$ cat src/rtl/uart_tx_monitor_if.sv
// -----------------------------------------------------------------------------
// uart_tx_monitor_if
// Byte stream leaving the UART TX monitor: the head of its output FIFO
// together with the consumer handshake.
//   data_o  : byte at FIFO head (driven by the monitor)
//   valid_o : FIFO not empty (driven by the monitor)
//   ready_i : consumer accepts data_o when valid_o && ready_i (driven by consumer)
// Modports: master = the monitor, slave = the consumer.
// -----------------------------------------------------------------------------
interface uart_tx_monitor_if;
   logic [7:0] data_o;
   logic       valid_o;
   logic       ready_i;

   modport master (output data_o, output valid_o, input ready_i);
   modport slave  (input data_o, input valid_o, output ready_i);
endinterface

$ cat src/rtl/uart_tx_monitor.sv
// -----------------------------------------------------------------------------
// uart_tx_monitor
// Passive receiver for the system UART TX line. Oversamples the line at the
// system clock, recovers 8N1 frames and buffers good bytes in a small FIFO.
// Bad stop bits are flagged and counted; bytes lost to a full FIFO are flagged.
//
// Ports:
//   clk_i        in   system clock
//   rst_ni       in   synchronous active-low reset
//   enable_i     in   monitor enable; low abandons any frame in progress
//   rx_i         in   serial line, idle high
//   out_if       --   master side of uart_tx_monitor_if (data_o/valid_o/ready_i)
//   frame_err_o  out  one-cycle pulse on a framing (or parity) error
//   overflow_o   out  one-cycle pulse when a good byte is dropped (FIFO full)
//   err_count_o  out  saturating framing-error count
//   busy_o       out  FSM is not idle
//
// Optional feature: define UART_MON_PARITY_EN to expect an even parity bit
// between the data bits and the stop bit (8E1). Default build is 8N1.
// -----------------------------------------------------------------------------
module uart_tx_monitor #(
   parameter int unsigned SysClkFreq = 30_000_000,
   parameter int unsigned BaudRate   = 921_600,
   parameter int unsigned FifoDepth  = 8
) (
   input  logic                clk_i,
   input  logic                rst_ni,
   input  logic                enable_i,
   input  logic                rx_i,
   uart_tx_monitor_if.master   out_if,
   output logic                frame_err_o,
   output logic                overflow_o,
   output logic [15:0]         err_count_o,
   output logic                busy_o
);

   localparam int unsigned ClksPerBit = SysClkFreq / BaudRate;
   localparam int unsigned HalfBit    = ClksPerBit / 32'd2;
   localparam int unsigned CntW       = $clog2(ClksPerBit);
   localparam int unsigned PtrW       = $clog2(FifoDepth);

   localparam logic [CntW-1:0] CntBit  = CntW'(ClksPerBit - 32'd1);
   localparam logic [CntW-1:0] CntHalf = CntW'(HalfBit - 32'd1);
   localparam logic [CntW-1:0] CntZero = {CntW{1'b0}};
   localparam logic [CntW-1:0] CntOne  = {{(CntW-1){1'b0}}, 1'b1};
   localparam logic [PtrW:0]   PtrOne  = {{PtrW{1'b0}}, 1'b1};

   generate
      if (ClksPerBit < 32'd4) begin : g_bad_clks_per_bit
         $error("uart_tx_monitor: ClksPerBit must be at least 4");
      end
      if ((FifoDepth < 32'd2) || ((FifoDepth & (FifoDepth - 32'd1)) != 32'd0)) begin : g_bad_depth
         $error("uart_tx_monitor: FifoDepth must be a power of two >= 2");
      end
   endgenerate

`ifdef UART_MON_PARITY_EN
   typedef enum logic [2:0] {
      ST_IDLE      = 3'd0,
      ST_START     = 3'd1,
      ST_DATA      = 3'd2,
      ST_STOP      = 3'd3,
      ST_WAIT_IDLE = 3'd4,
      ST_PARITY    = 3'd5
   } state_e;
`else
   typedef enum logic [2:0] {
      ST_IDLE      = 3'd0,
      ST_START     = 3'd1,
      ST_DATA      = 3'd2,
      ST_STOP      = 3'd3,
      ST_WAIT_IDLE = 3'd4
   } state_e;
`endif

   // Saturating increment for the error counter.
   function automatic logic [15:0] sat_inc16(input logic [15:0] v);
      if (v == 16'hFFFF) begin
         return v;
      end else begin
         return v + 16'd1;
      end
   endfunction

`ifdef UART_MON_PARITY_EN
   // Even parity holds when data bits plus parity bit have an even number of ones.
   function automatic logic even_parity_ok(input logic [7:0] d, input logic p);
      return ~(^{d, p});
   endfunction
`endif

   logic                sync1_r, rx_sync_r, rx_prev_r;
   state_e              state_r, state_n;
   logic [CntW-1:0]     cnt_r, cnt_n;
   logic [2:0]          bit_idx_r, bit_idx_n;
   logic [7:0]          shift_r, shift_n;
`ifdef UART_MON_PARITY_EN
   logic                par_bad_r, par_bad_n;
`endif
   logic                push_s, ferr_s, fall_s, cnt_zero_s;
   logic                frame_err_r, overflow_r;
   logic [15:0]         err_count_r;

   logic [7:0]          mem_r [FifoDepth];
   logic [PtrW:0]       wr_ptr_r, rd_ptr_r;
   logic                empty_s, full_s, pop_s, wr_en_s, overflow_s;

   assign fall_s     = rx_prev_r & ~rx_sync_r;
   assign cnt_zero_s = (cnt_r == CntZero);

   // Two-flop synchroniser plus one history flop for edge detection.
   always_ff @(posedge clk_i) begin
      if (!rst_ni) begin
         sync1_r   <= 1'b1;
         rx_sync_r <= 1'b1;
         rx_prev_r <= 1'b1;
      end else begin
         sync1_r   <= rx_i;
         rx_sync_r <= sync1_r;
         rx_prev_r <= rx_sync_r;
      end
   end

   // FSM and bit-timing registers.
   always_ff @(posedge clk_i) begin
      if (!rst_ni) begin
         state_r   <= ST_IDLE;
         cnt_r     <= CntZero;
         bit_idx_r <= 3'd0;
         shift_r   <= 8'h00;
`ifdef UART_MON_PARITY_EN
         par_bad_r <= 1'b0;
`endif
      end else begin
         state_r   <= state_n;
         cnt_r     <= cnt_n;
         bit_idx_r <= bit_idx_n;
         shift_r   <= shift_n;
`ifdef UART_MON_PARITY_EN
         par_bad_r <= par_bad_n;
`endif
      end
   end

   // Next-state, bit timing, push and framing-error decisions.
   always_comb begin
      state_n   = state_r;
      cnt_n     = cnt_r;
      bit_idx_n = bit_idx_r;
      shift_n   = shift_r;
      push_s    = 1'b0;
      ferr_s    = 1'b0;
`ifdef UART_MON_PARITY_EN
      par_bad_n = par_bad_r;
`endif
      if (!enable_i) begin
         state_n = ST_IDLE;
      end else begin
         case (state_r)
            ST_IDLE: begin
               if (fall_s) begin
                  state_n = ST_START;
                  cnt_n   = CntHalf;
               end else begin
                  state_n = ST_IDLE;
               end
            end
            ST_START: begin
               if (!cnt_zero_s) begin
                  cnt_n = cnt_r - CntOne;
               end else if (!rx_sync_r) begin
                  state_n   = ST_DATA;
                  cnt_n     = CntBit;
                  bit_idx_n = 3'd0;
               end else begin
                  // Line back high at mid start bit: treat as a glitch.
                  state_n = ST_IDLE;
               end
            end
            ST_DATA: begin
               if (!cnt_zero_s) begin
                  cnt_n = cnt_r - CntOne;
               end else begin
                  shift_n = {rx_sync_r, shift_r[7:1]};
                  cnt_n   = CntBit;
                  if (bit_idx_r == 3'd7) begin
`ifdef UART_MON_PARITY_EN
                     state_n = ST_PARITY;
`else
                     state_n = ST_STOP;
`endif
                  end else begin
                     bit_idx_n = bit_idx_r + 3'd1;
                  end
               end
            end
`ifdef UART_MON_PARITY_EN
            ST_PARITY: begin
               if (!cnt_zero_s) begin
                  cnt_n = cnt_r - CntOne;
               end else begin
                  cnt_n   = CntBit;
                  state_n = ST_STOP;
                  if (even_parity_ok(shift_r, rx_sync_r)) begin
                     par_bad_n = 1'b0;
                  end else begin
                     par_bad_n = 1'b1;
                     ferr_s    = 1'b1;
                  end
               end
            end
`endif
            ST_STOP: begin
               if (!cnt_zero_s) begin
                  cnt_n = cnt_r - CntOne;
               end else if (rx_sync_r) begin
                  state_n = ST_IDLE;
`ifdef UART_MON_PARITY_EN
                  push_s  = ~par_bad_r;
`else
                  push_s  = 1'b1;
`endif
               end else begin
                  // Bad stop: wait for the line to return high so a break
                  // is reported only once. A parity failure already counted.
                  state_n = ST_WAIT_IDLE;
`ifdef UART_MON_PARITY_EN
                  ferr_s  = ~par_bad_r;
`else
                  ferr_s  = 1'b1;
`endif
               end
            end
            ST_WAIT_IDLE: begin
               if (rx_sync_r) begin
                  state_n = ST_IDLE;
               end else begin
                  state_n = ST_WAIT_IDLE;
               end
            end
            default: begin
               state_n = ST_IDLE;
            end
         endcase
      end
   end

   assign empty_s    = (wr_ptr_r == rd_ptr_r);
   assign full_s     = (wr_ptr_r[PtrW-1:0] == rd_ptr_r[PtrW-1:0]) &&
                       (wr_ptr_r[PtrW] != rd_ptr_r[PtrW]);
   assign pop_s      = ~empty_s & out_if.ready_i;
   // A pop in the same cycle frees the slot the push needs.
   assign wr_en_s    = push_s & (~full_s | pop_s);
   assign overflow_s = push_s & full_s & ~pop_s;

   // FIFO storage and pointers.
   always_ff @(posedge clk_i) begin
      if (!rst_ni) begin
         mem_r    <= '{default: 8'h00};
         wr_ptr_r <= {(PtrW+1){1'b0}};
         rd_ptr_r <= {(PtrW+1){1'b0}};
      end else begin
         if (wr_en_s) begin
            mem_r[wr_ptr_r[PtrW-1:0]] <= shift_r;
            wr_ptr_r                  <= wr_ptr_r + PtrOne;
         end else begin
            wr_ptr_r <= wr_ptr_r;
         end
         if (pop_s) begin
            rd_ptr_r <= rd_ptr_r + PtrOne;
         end else begin
            rd_ptr_r <= rd_ptr_r;
         end
      end
   end

   // Error pulses and saturating error counter.
   always_ff @(posedge clk_i) begin
      if (!rst_ni) begin
         frame_err_r <= 1'b0;
         overflow_r  <= 1'b0;
         err_count_r <= 16'h0000;
      end else begin
         frame_err_r <= ferr_s;
         overflow_r  <= overflow_s;
         if (ferr_s) begin
            err_count_r <= sat_inc16(err_count_r);
         end else begin
            err_count_r <= err_count_r;
         end
      end
   end

   assign out_if.data_o  = mem_r[rd_ptr_r[PtrW-1:0]];
   assign out_if.valid_o = ~empty_s;
   assign frame_err_o    = frame_err_r;
   assign overflow_o     = overflow_r;
   assign err_count_o    = err_count_r;
   assign busy_o         = (state_r != ST_IDLE);

endmodule

$ cat src/flat_wrapper.sv
// flat-port wrapper written by rule: the top's interface ports become plain ports
module uart_tx_monitor_flat 
#(
   parameter int unsigned SysClkFreq = 30_000_000,
   parameter int unsigned BaudRate   = 921_600,
   parameter int unsigned FifoDepth  = 8
)
  (clk_i, rst_ni, enable_i, rx_i, frame_err_o, overflow_o, err_count_o, busy_o, out_if_data_o, out_if_valid_o, out_if_ready_i);
  uart_tx_monitor_if out_if_i ();
  input  logic clk_i;
  input  logic rst_ni;
  input  logic enable_i;
  input  logic rx_i;
  output logic frame_err_o;
  output logic overflow_o;
  output logic [15:0] err_count_o;
  output logic busy_o;
  output wire logic [$bits(out_if_i.data_o)-1:0] out_if_data_o;
  output wire logic [$bits(out_if_i.valid_o)-1:0] out_if_valid_o;
  input wire logic [$bits(out_if_i.ready_i)-1:0] out_if_ready_i;
  assign out_if_data_o = out_if_i.data_o;
  assign out_if_valid_o = out_if_i.valid_o;
  assign out_if_i.ready_i = out_if_ready_i;
  uart_tx_monitor #(.SysClkFreq(SysClkFreq), .BaudRate(BaudRate), .FifoDepth(FifoDepth)) u_core (.clk_i(clk_i), .rst_ni(rst_ni), .enable_i(enable_i), .rx_i(rx_i), .out_if(out_if_i), .frame_err_o(frame_err_o), .overflow_o(overflow_o), .err_count_o(err_count_o), .busy_o(busy_o));
endmodule
$ cat config.mk
export PLATFORM = sky130hd
export DESIGN_NAME = uart_tx_monitor_flat
export DESIGN_NICKNAME = d
export VERILOG_FILES = /design/src/rtl/uart_tx_monitor_if.sv /design/src/rtl/uart_tx_monitor.sv /design/src/flat_wrapper.sv
export SDC_FILE = /design/constraint.sdc
export NUM_CORES = 1
export LEC_CHECK = 0
export BUFFER_PORTS_ARGS = -buffer_cell sky130_fd_sc_hd__buf_2
export CORE_AREA = 2 2 135 137
export DETAILED_ROUTE_END_ITERATION = 6
export DIE_AREA = 0 0 137 139
export PLACE_DENSITY = 0.44
export SLEW_MARGIN = 5
export SYNTH_ARGS = -nofsm -noshare
export SYNTH_HDL_FRONTEND = slang
export SYNTH_SLANG_ARGS = --single-unit
$ cat constraint.sdc
create_clock -name clk_i -period 2.8 [get_ports clk_i]
set_input_delay 0 -clock clk_i [delete_from_list [all_inputs] [get_ports clk_i]]
set_output_delay 0 -clock clk_i [all_outputs]
set_load 0.005 [all_outputs]
## Yosys cells after proc, flatten, opt, wreduce, memory -nomap -nowiden

Index checks and enable logic that the tools add are counted.

| word-level totals | value |
|---|---|
| bits of input ports | 5 |
| register bits | 112 |
| output and inout bits | 28 |

| operators by class | value |
|---|---|
| magnitude comparators | 3 |
| reductions and logical operators | 13 |
| equality and inequality tests | 18 |
| bitwise operators | 13 |
| $add $sub $neg | 5 |
| muxes and demuxes | 33 |

Operators with widths:

| kind | number |
|---|---|
| bitwise mux 64 bit | 1 |
| 2-to-1 mux 3 bit | 9 |
| 2-to-1 mux 5 bit | 5 |
| binary-select mux 8 bit (select 3 bit) | 1 |
| demux 8 bit (select 3 bit) | 1 |
| 2-to-1 mux 8 bit | 3 |
| one-hot mux 5 bit (4 select lines) | 1 |
| adder 16 x 1 -> 16 bit, second input constant | 1 |
| equality test 16 bit, second input constant | 1 |
| one-hot mux 3 bit (5 select lines) | 1 |
| inequality test 2 x 1 -> 1 bit, second input constant | 5 |
| 2-to-1 mux 1 bit | 9 |
| adder 4 x 1 -> 4 bit, second input constant | 2 |
| greater-or-equal comparator 4 bit, second input constant | 2 |
| inverter 3 -> 4 bit | 2 |
| equality test 3 x 2 -> 1 bit, second input constant | 2 |
| equality test 3 bit, second input constant | 2 |
| inequality test 2 bit, second input constant | 3 |
| one-hot mux 3 bit (2 select lines) | 1 |
| AND reduction 6 bit | 1 |
| bitwise AND 1 bit | 5 |
| logical NOT 5 bit | 1 |
| inverter 1 bit | 5 |
| AND reduction 5 bit | 1 |
| other kinds (18) | 20 |

## Depth between registers and ports, before layout

Gate-level depths: netlist of the first run.

| depth | value |
|---|---|
| depth in word-level cells | 6 |
| mapped depth | 9 |
| gate-level depth less buffers | 7 |

## Worst setup path after synthesis of the first run

Ideal clock, no wire load.

| path | value |
|---|---|
| path type | register to register |
| from | reg u_core.cnt_r[0] |
| to | reg u_core.mem_r[10] (netlist bit) |
| path slack | 0.626 ns |
| clock period less this slack | 2.174 ns |
| setup time | 0.128 ns |
| data arrival time | 2.046 ns |
| cell stages (with the launch flop) | 9 |
| path buffers | 1 |
| path through | dfxtp_1 -> inv_1 -> ha_1 -> nor4b_2 -> buf_4 -> nand3_4 -> a2111oi_4 -> mux2i_1 -> nor2_1 |

| on the way | value |
|---|---|
| word-level cells in the longest chain between the ends | 5 |

Ends and longest elaborated chain:

| element | RTL line | text |
|---|---|---|
| from (decl) | uart_tx_monitor.sv:94 | `logic [CntW-1:0] cnt_r, cnt_n;` |
| from (signal assigned) | uart_tx_monitor.sv:128 | `cnt_r <= CntZero;` |
| from (signal assigned) | uart_tx_monitor.sv:136 | `cnt_r <= cnt_n;` |
| logical NOT 5 bit | uart_tx_monitor.sv:109 | `assign cnt_zero_s = (cnt_r == CntZero);` |
| 2-to-1 mux 1 bit | uart_tx_monitor.sv:214 | `if (!cnt_zero_s) begin` |
| 2-to-1 mux 1 bit | uart_tx_monitor.sv:159 | `case (state_r)` |
| 2-to-1 mux 1 bit | uart_tx_monitor.sv:156 | `if (!enable_i) begin` |
| bitwise AND 1 bit | uart_tx_monitor.sv:253 | `assign wr_en_s = push_s & (~full_s \| pop_s);` |
| to (signal, indexed assignment) | uart_tx_monitor.sv:264 | `mem_r[wr_ptr_r[PtrW-1:0]] <= shift_r;` |
| to (decl) | uart_tx_monitor.sv:104 | `logic [7:0] mem_r [FifoDepth];` |

Every way passes these cells.
A chain may end at the register's enable or synchronous reset.

## Worst setup path after layout of the first run

| path | value |
|---|---|
| from | reg u_core.cnt_r[0] |
| to | reg u_core.err_count_r[15], in the netlist u_core.err_count_o[15] |

| on the way | value |
|---|---|
| word-level cells in the longest chain between the ends | 5 |

Ends and longest elaborated chain:

| element | RTL line | text |
|---|---|---|
| logical NOT 5 bit | uart_tx_monitor.sv:109 |  |
| 2-to-1 mux 1 bit | uart_tx_monitor.sv:214 |  |
| 2-to-1 mux 1 bit | uart_tx_monitor.sv:159 |  |
| 2-to-1 mux 1 bit | uart_tx_monitor.sv:156 |  |
| AND reduction 2 bit (no line) | n/a |  |
| to (signal assigned) | uart_tx_monitor.sv:287 | `err_count_r <= sat_inc16(err_count_r);` |
| to (signal assigned) | uart_tx_monitor.sv:289 | `err_count_r <= err_count_r;` |
| to (decl) | uart_tx_monitor.sv:102 | `logic [15:0] err_count_r;` |

Every way passes these cells.

==> out/results.ini, run 1 <==
[synthesis]
ys.flop_type=dfxtp_1
syn_inst=515
synth_edf_count=0
synth-adder-area-share=0.0144
synth_xor_area_frac=0.0300
yosys_register_bits=112
synth-seq-area-share=0.430
synth_top_area_frac=0.430
yosys.area_share.simple=0.159
syn_avg_cell_area_um2=10.1
synth_compound_area_frac=0.0965
synth_top_family_by_area=multiplexers
async_flop_share=0
synthTopCellsByArea=dfxtp_1 (43%), mux2i_1 (14%), nor2_1 (7.1%)
yosysWarnings=0
yosys.cell_types.count=58
syn-cell-area_um2=5210
syn-num-nets=526
synth.area.mux_share=0.231
yosysTopAreaCell=dfxtp_1

[outcome]
status=completed

[worst_setup_path]
crit_family=simple AND/OR/NAND/NOR gates
cp.buffers_inverters=2
timing.rr.end=u_core.err_count_o[15]
rr_worst_depth=8
slowest_stage=or4_1
ff2ff_setup_slack_ns=0.34
crit_path_cell_trace=inv_1, ha_1, nor4b_2, buf_4, and4_2, o2111ai_2, or4_1, a21oi_1
crit_type=reg -> reg
cp_data_required_time_ns=3.08
max_stage_delay_ns=0.49
start_kind=register
cp_max_fo=11
cp.arrival_ns=2.74
r2r-start=u_core.cnt_r[0]
crit_path_end_kind=register

[power_and_ir_drop]
power.density_nw_per_um2=502
max-vdd-ir-drop_mv=0.298
cellLeakagePower_nw=2.43

[cells_and_area]
antennaDiodeCount=0
mostFrequentLayoutCells=dfxtp_1 (112), nor2_1 (99), mux2i_1 (74), buf_2 (32), nand2_1 (19)
final_cell_area_um2=5980
fillCellCount=1838
final_cells=776
fin_util=0.339
area_growth_pct=14.7
drive_gt1_frac=0.197
multiInputGateArea_um2=2760
layout_commonest_cell=dfxtp_1
regArea_um2=2240
layout.nets=553

[floorplanning]
io_pins=33
fp.dieH_um=139
rows=49
die_w_um=137
core_um2=17700
die_area_um2=19000
floorplan.initialDensity=0.295

[placed_design]
gp_congestion=0.754
place_inst=756
dp_hpwl_mm=7.97
placed_area_um2=5640
portBuffers=32

[drt]
final_antenna_net_count=0
drt-initial-drc-count=227
wire_per_inst_um=15.6
drc_errors=0
viasPerCell=4.87
drtPass1Iterations=4
routed_wl_mm=12.1
dr_total_vias=3781

[clock_network]
numCtsBuffers=9
clk_transition_reported_paths_ns=0.07
cts_max_level=3
cts_resized=0
clockBufferDepth=2
cts_tree=built
clock_sinks=112
clk_latency_ns=0.36
ctsRootBufferMaster=clkbuf_16

[global_routing]
track_usage=0.136
grt_pass1_wl_mm=20.3
grt_remaining_overflow=0
grt_pass1_vias=3773
antenna_found_initial=0
grt_max_degree=56

[min_path]
whs_endpoint=u_core.rd_ptr_r[1]
hold_class=in -> reg
hold_start=out_if_ready_i
hold_path_depth=3

[timing]
finalCritPeriodShare=0.878
max_freq_mhz=407
hold_violations=0
slew_violations=0
slew_headroom=0.320
fin_skew_ns=0.00786
tns_ns=0
hold_slack_ns=0.0229
min_period_ns=2.46
setup_viol=0
rsz0062_at_grt=no
max_slew.worst_pin.slew_ns=1.02

[job]
maxCapViolCount=0

[power by group]
part	internal [mW]	switching (mW)	total, mW	leakage (nW)
sequential	1.60	0.00501	1.60	0.903
combinational	0.0284	0.0602	0.0886	1.38
clock	0.723	0.591	1.31	0.147
[worst max-delay path by stage]
| stage | from | to | slack, ns | cells past startpoint |
|---|---|---|---|---|
| detailed placement | u_core.cnt_r[0] | u_core.err_count_o[15] | 0.36 | 8 |
| floorplan | u_core.cnt_r[0] | u_core.mem_r[10] | 0.63 | 8 |
| finish | u_core.cnt_r[0] | u_core.err_count_o[15] | 0.34 | 8 |
| global placement | u_core.cnt_r[0] | u_core.err_count_o[15] | 0.45 | 8 |
| global route | u_core.cnt_r[0] | u_core.err_count_o[11] | 0.15 | 8 |
| CTS | u_core.cnt_r[0] | u_core.err_count_o[15] | 0.33 | 8 |
[registers in the layout (all words and copies together), names as in the netlist]
register,flops
u_core.sync1_r,1
u_core.cnt_r,5
u_core.overflow_o,1
u_core.frame_err_o,1
u_core.mem_r,64
u_core.bit_idx_r,3
u_core.rd_ptr_r,4
u_core.rx_sync_r,1
u_core.wr_ptr_r,4
u_core.rx_prev_r,1
u_core.shift_r,8
u_core.err_count_o,16
u_core.state_r,3
[cell families after synthesis]
logic type	after synthesis
buffers and inverters	47
muxes	99
AOI/OAI and AO/OA	61
xor gates and xnor gates	17
adders and majority gates	6
and+or+nand+nor	173
DFF	112
[stage by stage]
stage               setup WS [ns]  total power [mW]
floorplan                   0.626              1.70
global placement            0.452              1.72
detailed placement          0.361              1.72
CTS                         0.331              3.05
global route                0.154              3.12
finish                      0.342              3.00
[cell usage after synthesis, types with 7 or more instances]
cell / n
dfxtp_1: 112
nor2_1: 99
mux2i_1: 74
clkbuf_1: 26
nand2_1: 19
a21oi_1: 16
mux4_2: 16
nand3_1: 11
mux2_2: 9
inv_1: 8
xnor2_1: 8
xor2_1: 8
and3_1: 7
[area by class of cell]
cell class / instances / area share
clock buffer: 12 / 0.0412
clock inverter: 4 / 0.00879
inverter: 8 / 0.00502
multi-input combinational: 356 / 0.462
sequential: 112 / 0.375
tap: 229 / 0.0479
timing repair buffer: 55 / 0.0595
[metal layers]
| layer | GRT usage | wire, um | share of wire |
|---|---|---|---|
| met1 | 0.191 | 6260 | 0.52 |
| met2 | 0.207 | 5370 | 0.44 |
| met3 | 0.0260 | 296 | 0.024 |
| met4 | 0.0472 | 190 | 0.016 |
| met5 | 0 | 0 | 0 |
[worst reg2reg max path, cell delays in order, from the launching register on]
cell and delay (ns):
dfxtp_1 0.34, inv_1 0.06, ha_1 0.20, nor4b_2 0.22
buf_4 0.23, and4_2 0.38, o2111ai_2 0.31, or4_1 0.49
a21oi_1 0.14
[repair_timing]
item	in CTS	in global routing
hold buffers	4	0
endpoints found under the setup margin	0	0
hold endpoints to repair	4	0
setup buffers	0	0
(Power assumes the default switching activity.)
==> inputs of run 2 (changes only) <==
Settings changed: GPL_TIMING_DRIVEN set to 0.
==> run 2 against run 1 <==
  * Global-route usage grew 0.98 points
  * Non-clock buffer count grew 24
  * Power grew 1.3%
  * Utilization grew 0.43 points
  * First-iteration DRC count shrank 29%
  * Design area grew 1.3%
  * Count of clock-buffer cells in the layout is the same
  * Sequential power is essentially flat
  * Register-to-register slack lost 0.07 ns
==> out/results.ini, run 2 (synthesis results as in run 1) <==
[outcome]
status=completed  ; unchanged

[clock_network]
clk_transition_reported_paths_ns=0.07  ; about the same
clk_latency_ns=0.35  ; was 0.36 ns
cts_tree=built  ; unchanged
clockBufferDepth=2  ; unchanged
cts_resized=0  ; unchanged
ctsRootBufferMaster=clkbuf_16  ; unchanged
numCtsBuffers=9  ; unchanged
clock_sinks=112  ; unchanged
cts_max_level=3  ; unchanged

[worst_setup_path]
cp.buffers_inverters=2  ; unchanged
ff2ff_setup_slack_ns=0.27  ; was 0.34 ns
crit_path_cell_trace=inv_1, ha_1, nor4b_2, buf_4, nand3_4, a2111oi_4, mux2i_1, nor2_1  ; was inv_1, ha_1, nor4b_2, buf_4, and4_2, o2111ai_2, or4_1, a21oi_1
crit_path_end_kind=register  ; unchanged
cp_data_required_time_ns=3.03  ; was 3.08 ns
cp.arrival_ns=2.75  ; was 2.74 ns
max_stage_delay_ns=0.73  ; was 0.49 ns
crit_type=reg -> reg  ; unchanged
start_kind=register  ; unchanged
r2r-start=u_core.cnt_r[0]  ; unchanged
cp_max_fo=10  ; was 11
slowest_stage=a2111oi_4  ; was or4_1
timing.rr.end=u_core.mem_r[45]  ; was u_core.err_count_o[15]
rr_worst_depth=8  ; unchanged
crit_family=compound AO/OA/AOI/OAI gates  ; was simple AND/OR/NAND/NOR gates

[placed_design]
portBuffers=32  ; unchanged
gp_congestion=0.778  ; was 0.754
dp_hpwl_mm=8.85  ; was 7.97 mm
dpl_worst_slack_ns=-0.0145  ; was 0.361 ns

[cells_and_area]
fin_util=0.343  ; was 0.339
drive_gt1_frac=0.180  ; was 0.197
area_growth_pct=16.1  ; was 14.7%
largest_reg_flops=64  ; unchanged
antennaDiodeCount=0  ; unchanged
layout_commonest_cell=dfxtp_1  ; unchanged
layout.nets=577  ; was 553
mostFrequentLayoutCells=dfxtp_1 (112), nor2_1 (99), mux2i_1 (74), buf_2 (38), clkbuf_1 (27)  ; was dfxtp_1 (112), nor2_1 (99), mux2i_1 (74), buf_2 (32), nand2_1 (19)
top_register=u_core.mem_r  ; unchanged
fillCellCount=1836  ; was 1838

[timing]
timing.final.ws_setup_ns=0.272  ; was 0.342 ns
slew_headroom=0.401  ; was 0.320
max_slew.worst_pin.slew_ns=0.898  ; was 1.02 ns
max_freq_mhz=396  ; was 407 MHz
hold_slack_ns=0.415  ; was 0.0229 ns
min_period_ns=2.53  ; was 2.46 ns
slew_violations=0  ; unchanged
fin_skew_ns=0.00654  ; was 0.00786 ns
rsz0062_at_grt=no  ; unchanged
finalCritPeriodShare=0.903  ; was 0.878
setup_viol=0  ; unchanged
hold_violations=0  ; unchanged

[drt]
drc_errors=0  ; unchanged
wire_per_inst_um=16.3  ; was 15.6 um
drtPass1Iterations=4  ; unchanged
dr_total_vias=3924  ; was 3781
routed_wl_mm=13.0  ; was 12.1 mm
drt-initial-drc-count=162  ; was 227
viasPerCell=4.91  ; was 4.87
final_antenna_net_count=0  ; unchanged

[power_and_ir_drop]
max-vdd-ir-drop_mv=0.280  ; was 0.298 mV
p_comb_frac=0.033  ; was 0.030
p_sw_mw=0.672  ; was 0.656 mW
swShare=0.221  ; was 0.218
seqPwrFrac=0.526  ; was 0.533
cellLeakagePower_nw=2.44  ; was 2.43 nW
power.density_nw_per_um2=503  ; was 502 nW/um2
power_mw=3.04  ; was 3.00 mW
power.internal_mw=2.37  ; was 2.35 mW
p_clk_frac=0.441  ; was 0.437

[job]
maxCapViolCount=0  ; unchanged

[min_path]
hold_class=reg -> reg  ; was in -> reg
hold_start=u_core.sync1_r  ; was out_if_ready_i
whs_endpoint=u_core.rx_sync_r  ; was u_core.rd_ptr_r[1]
hold_path_depth=1  ; was 3

[floorplanning]
fp.dieH_um=139  ; unchanged
io_pins=33  ; unchanged
core_um2=17700  ; unchanged
floorplan.initialDensity=0.295  ; unchanged
die_w_um=137  ; unchanged
die_area_um2=19000  ; unchanged
rows=49  ; unchanged

[global_routing]
antenna_found_initial=0  ; unchanged
grt_pass1_wl_mm=21.2  ; was 20.3 mm
track_usage=0.146  ; was 0.136
grt_remaining_overflow=0  ; unchanged
grt_pass1_vias=3881  ; was 3773
grt_max_degree=18  ; was 56

[run 2: cell types whose count changed in the layout (fill, tap and decap cells not counted), sizes merged]
cell / before / now
clkinvlp: 0 / 1
clkbuf: 12 / 38
dlygate4sd3: 4 / 5
clkinv: 2 / 1
buf: 51 / 48
[run 2: worst max-delay path by stage]
stage | depth (start not counted) | endpoint | slack, ns | start
2_1_floorplan | 8 | u_core.mem_r[10] | 0.63 | u_core.cnt_r[0]
3_3_place_gp | 8 | u_core.mem_r[10] | 0.06 | u_core.cnt_r[0]
3_5_place_dp | 8 | u_core.mem_r[10] | -0.01 | u_core.cnt_r[0]
4_1_cts | 8 | u_core.mem_r[63] | 0.09 | u_core.cnt_r[0]
5_1_grt | 8 | u_core.mem_r[43] | 0.02 | u_core.cnt_r[0]
6_report | 8 | u_core.mem_r[45] | 0.27 | u_core.cnt_r[0]
[run 2: final cells by class]
class	count	area, um2	area share
clock buffer	12	256	0.0424
multi-input combinational	356	2760	0.457
sequential	112	2240	0.370
inverter	8	30.0	0.00496
timing repair buffer	40	245	0.0405
clock inverter	4	51.3	0.00848
buffer	39	176	0.0292
tap	229	287	0.0473
[run 2: power groups by stage]
stage | clock network (mW) | registers, mW | logic (mW)
floorplan | 0 | 1.64 | 0.0604
global placement | 0 | 1.64 | 0.0950
detailed placement | 0 | 1.64 | 0.0961
CTS | 1.39 | 1.60 | 0.102
global route | 1.46 | 1.60 | 0.110
finish | 1.34 | 1.60 | 0.0992
[run 2: metal layers]
layer | track usage | vias to the layer above | routed length [um]
li1 | - | 1929 | -
met2 | 0.218 | 71 | 5840
met4 | 0.0798 | 0 | 413
met5 | 0 | - | 0
met3 | 0.0197 | 22 | 359
met1 | 0.201 | 1902 | 6420
[run 2: timing repair]
item	in CTS	in global routing
setup buffers	0	3
pin swaps	1	3
setup endpoints to repair	8	24
hold buffers	5	0
gates cloned	0	0
endpoints found under the hold margin	4	0
[run 2: stage by stage]
stage | setup TNS [ns] | cells | area, um2
floorplan | 0 | 515 | 5210
global placement | 0 | 776 | 5660
detailed placement | -0.0532 | 776 | 5660
CTS | 0 | 797 | 6020
global route | 0 | 800 | 6050
finish | 0 | 800 | 6050
==> inputs of run 3 (changes only) <==
Settings changed: CELL_PAD_IN_SITES_DETAIL_PLACEMENT set to 1, CELL_PAD_IN_SITES_GLOBAL_PLACEMENT set to 2, PLACE_DENSITY 0.44 to 0.61.
==> run 3 against run 2 <==
  * Non-clock buffer count increased by 1
  * First-iteration DRC count decreased by 23%
  * Utilization about the same
  * Design area about the same
  * Sequential power about the same
  * Power decreased by 1.6%
  * Count of clock-buffer cells in the layout decreased by 3
  * Critical path type is now reg -> out
  * Global-route usage increased by 1.5 points
  * Largest power group unchanged
  * Clock power decreased by 4%
  * Largest cell class unchanged
  * Hold slack improved by 0.0064 ns
  * Fmax decreased by 0.22%
==> out/results.ini, run 3 (synthesis results as in run 1) <==
[outcome]
status=completed  ; unchanged

[timing]
max_slew.worst_pin.slew_ns=0.868  ; was 0.898 ns
timing.final.ws_setup_ns=0.266  ; was 0.272 ns
slew_headroom=0.421  ; was 0.401
min_period_ns=2.53  ; about the same
max_freq_mhz=395  ; was 396 MHz
finalCritPeriodShare=0.905  ; was 0.903
setup_viol=0  ; unchanged
fin_skew_ns=0.00729  ; was 0.00654 ns
rsz0062_at_grt=no  ; unchanged
hold_slack_ns=0.421  ; was 0.415 ns
hold_violations=0  ; unchanged
slew_violations=0  ; unchanged

[cells_and_area]
layout.nets=578  ; was 577
mostFrequentLayoutCells=dfxtp_1 (112), nor2_1 (99), mux2i_1 (74), buf_2 (38), clkbuf_1 (26)  ; was dfxtp_1 (112), nor2_1 (99), mux2i_1 (74), buf_2 (38), clkbuf_1 (27)
top_register=u_core.mem_r  ; unchanged
area_growth_pct=16.1  ; about the same
antennaDiodeCount=0  ; unchanged
drive_gt1_frac=0.182  ; was 0.180
layout_commonest_cell=dfxtp_1  ; unchanged
largest_reg_flops=64  ; unchanged
final_cell_area_um2=6050  ; about the same

[floorplanning]
die_area_um2=19000  ; unchanged
die_w_um=137  ; unchanged
core_um2=17700  ; unchanged
floorplan.initialDensity=0.295  ; unchanged
io_pins=33  ; unchanged
fp.dieH_um=139  ; unchanged
rows=49  ; unchanged

[placed_design]
dpl_worst_slack_ns=-0.0427  ; was -0.0145 ns
gp_congestion=0.753  ; was 0.778
portBuffers=32  ; unchanged
placed_area_um2=5660  ; unchanged
dp_hpwl_mm=9.91  ; was 8.85 mm

[drt]
final_antenna_net_count=0  ; unchanged
dr_total_vias=3943  ; was 3924
drtPass1Iterations=5  ; was 4
routed_wl_mm=14.6  ; was 13.0 mm
viasPerCell=4.93  ; was 4.91
drt-initial-drc-count=125  ; was 162
drc_errors=0  ; unchanged
wire_per_inst_um=18.2  ; was 16.3 um

[power_and_ir_drop]
swShare=0.228  ; was 0.221
seqPwrFrac=0.534  ; was 0.526
p_clk_frac=0.431  ; was 0.441
max-vdd-ir-drop_mv=0.297  ; was 0.280 mV
power.internal_mw=2.31  ; was 2.37 mW
power.density_nw_per_um2=495  ; was 503 nW/um2
power_mw=2.99  ; was 3.04 mW
p_sw_mw=0.683  ; was 0.672 mW
p_comb_frac=0.035  ; was 0.033
cellLeakagePower_nw=2.44  ; about the same

[clock_network]
clockBufferDepth=2  ; unchanged
ctsRootBufferMaster=clkbuf_16  ; unchanged
clk_transition_reported_paths_ns=0.07  ; about the same
clock_sinks=112  ; unchanged
cts_max_level=3  ; unchanged
cts_tree=built  ; unchanged
numCtsBuffers=9  ; unchanged
clk_latency_ns=0.35  ; about the same

[worst_setup_path]
cp_max_fo=10  ; unchanged
cp.arrival_ns=2.53  ; was 2.75 ns
cp_data_required_time_ns=2.80  ; was 3.03 ns
crit_type=reg -> out  ; was reg -> reg
crit_path_end_kind=output port  ; was register
start_kind=register  ; unchanged

[global_routing]
grt_pass1_vias=4179  ; was 3881
track_usage=0.160  ; was 0.146
grt_pass1_wl_mm=23.3  ; was 21.2 mm
grt_max_degree=18  ; unchanged
antenna_found_initial=0  ; unchanged
grt_remaining_overflow=0  ; unchanged

[min_path]
hold_class=reg -> reg  ; unchanged

[job]
maxCapViolCount=0  ; unchanged

[run 3: per-stage QoR]
| stage | util | cells | TNS (ns) |
|---|---|---|---|
| final | 0.343 | 800 | 0 |
| after global routing | 0.343 | 800 | 0 |
| after CTS | 0.340 | 796 | 0 |
| after detailed placement | 0.321 | 776 | -0.480 |
| after global placement | 0.321 | 776 | -0.0889 |
| after floorplan | - | 515 | 0 |
[run 3: path summary, 6_finish.rpt]
| path | slack [ns] | cells past startpoint | startpoint | end |
|---|---|---|---|---|
| worst max register to register | 0.30 | 8 | u_core.cnt_r[0] | u_core.err_count_o[11] |
| worst min-delay path | 0.42 | 1 | u_core.sync1_r | u_core.rx_sync_r |
| worst min register to register | 0.42 | 1 | u_core.sync1_r | u_core.rx_sync_r |
| worst max-delay path | 0.27 | 5 | u_core.rd_ptr_r[0] | out_if_data_o[6] |
[run 3: what timing repair did]
item,in CTS,in global routing
gates resized for setup,0,0
hold endpoints to repair,4,0
buffers inserted,0,4
hold buffers,5,0
pin swaps,3,3
endpoints found under the setup margin,23,18
cloned,0,0
[run 3: final cells by class]
type	count	area (um2)
clock buffer	9	225
inverter	8	30.0
sequential	112	2240
tap	229	287
buffer	39	176
clock inverter	6	61.3
fill	2039	11600
timing repair buffer	41	265
multi-input combinational	356	2760
[run 3: critical path, cell delays in order, from the launching register on]
cell and delay [ns]:
dfxtp_1 0.35, buf_6 0.21, buf_1 0.63, mux4_2 0.59, mux2_2 0.27, buf_2 0.13
[run 3: metal layers]
metal  wire length (um)  track usage  up-vias
li1                   -            -     1933
met1               7210        0.221     1960
met2               6870        0.259       37
met3                276       0.0197       13
met4                205       0.0532        0
met5                  0            0        -
[run 3: power by group through the flow]
stage,clock network [mW],registers (mW),logic (mW)
2_1_floorplan,0,1.64,0.0604
6_report,1.29,1.60,0.104
4_1_cts,1.34,1.60,0.105
3_3_place_gp,0,1.64,0.0985
3_5_place_dp,0,1.64,0.100
5_1_grt,1.40,1.60,0.114
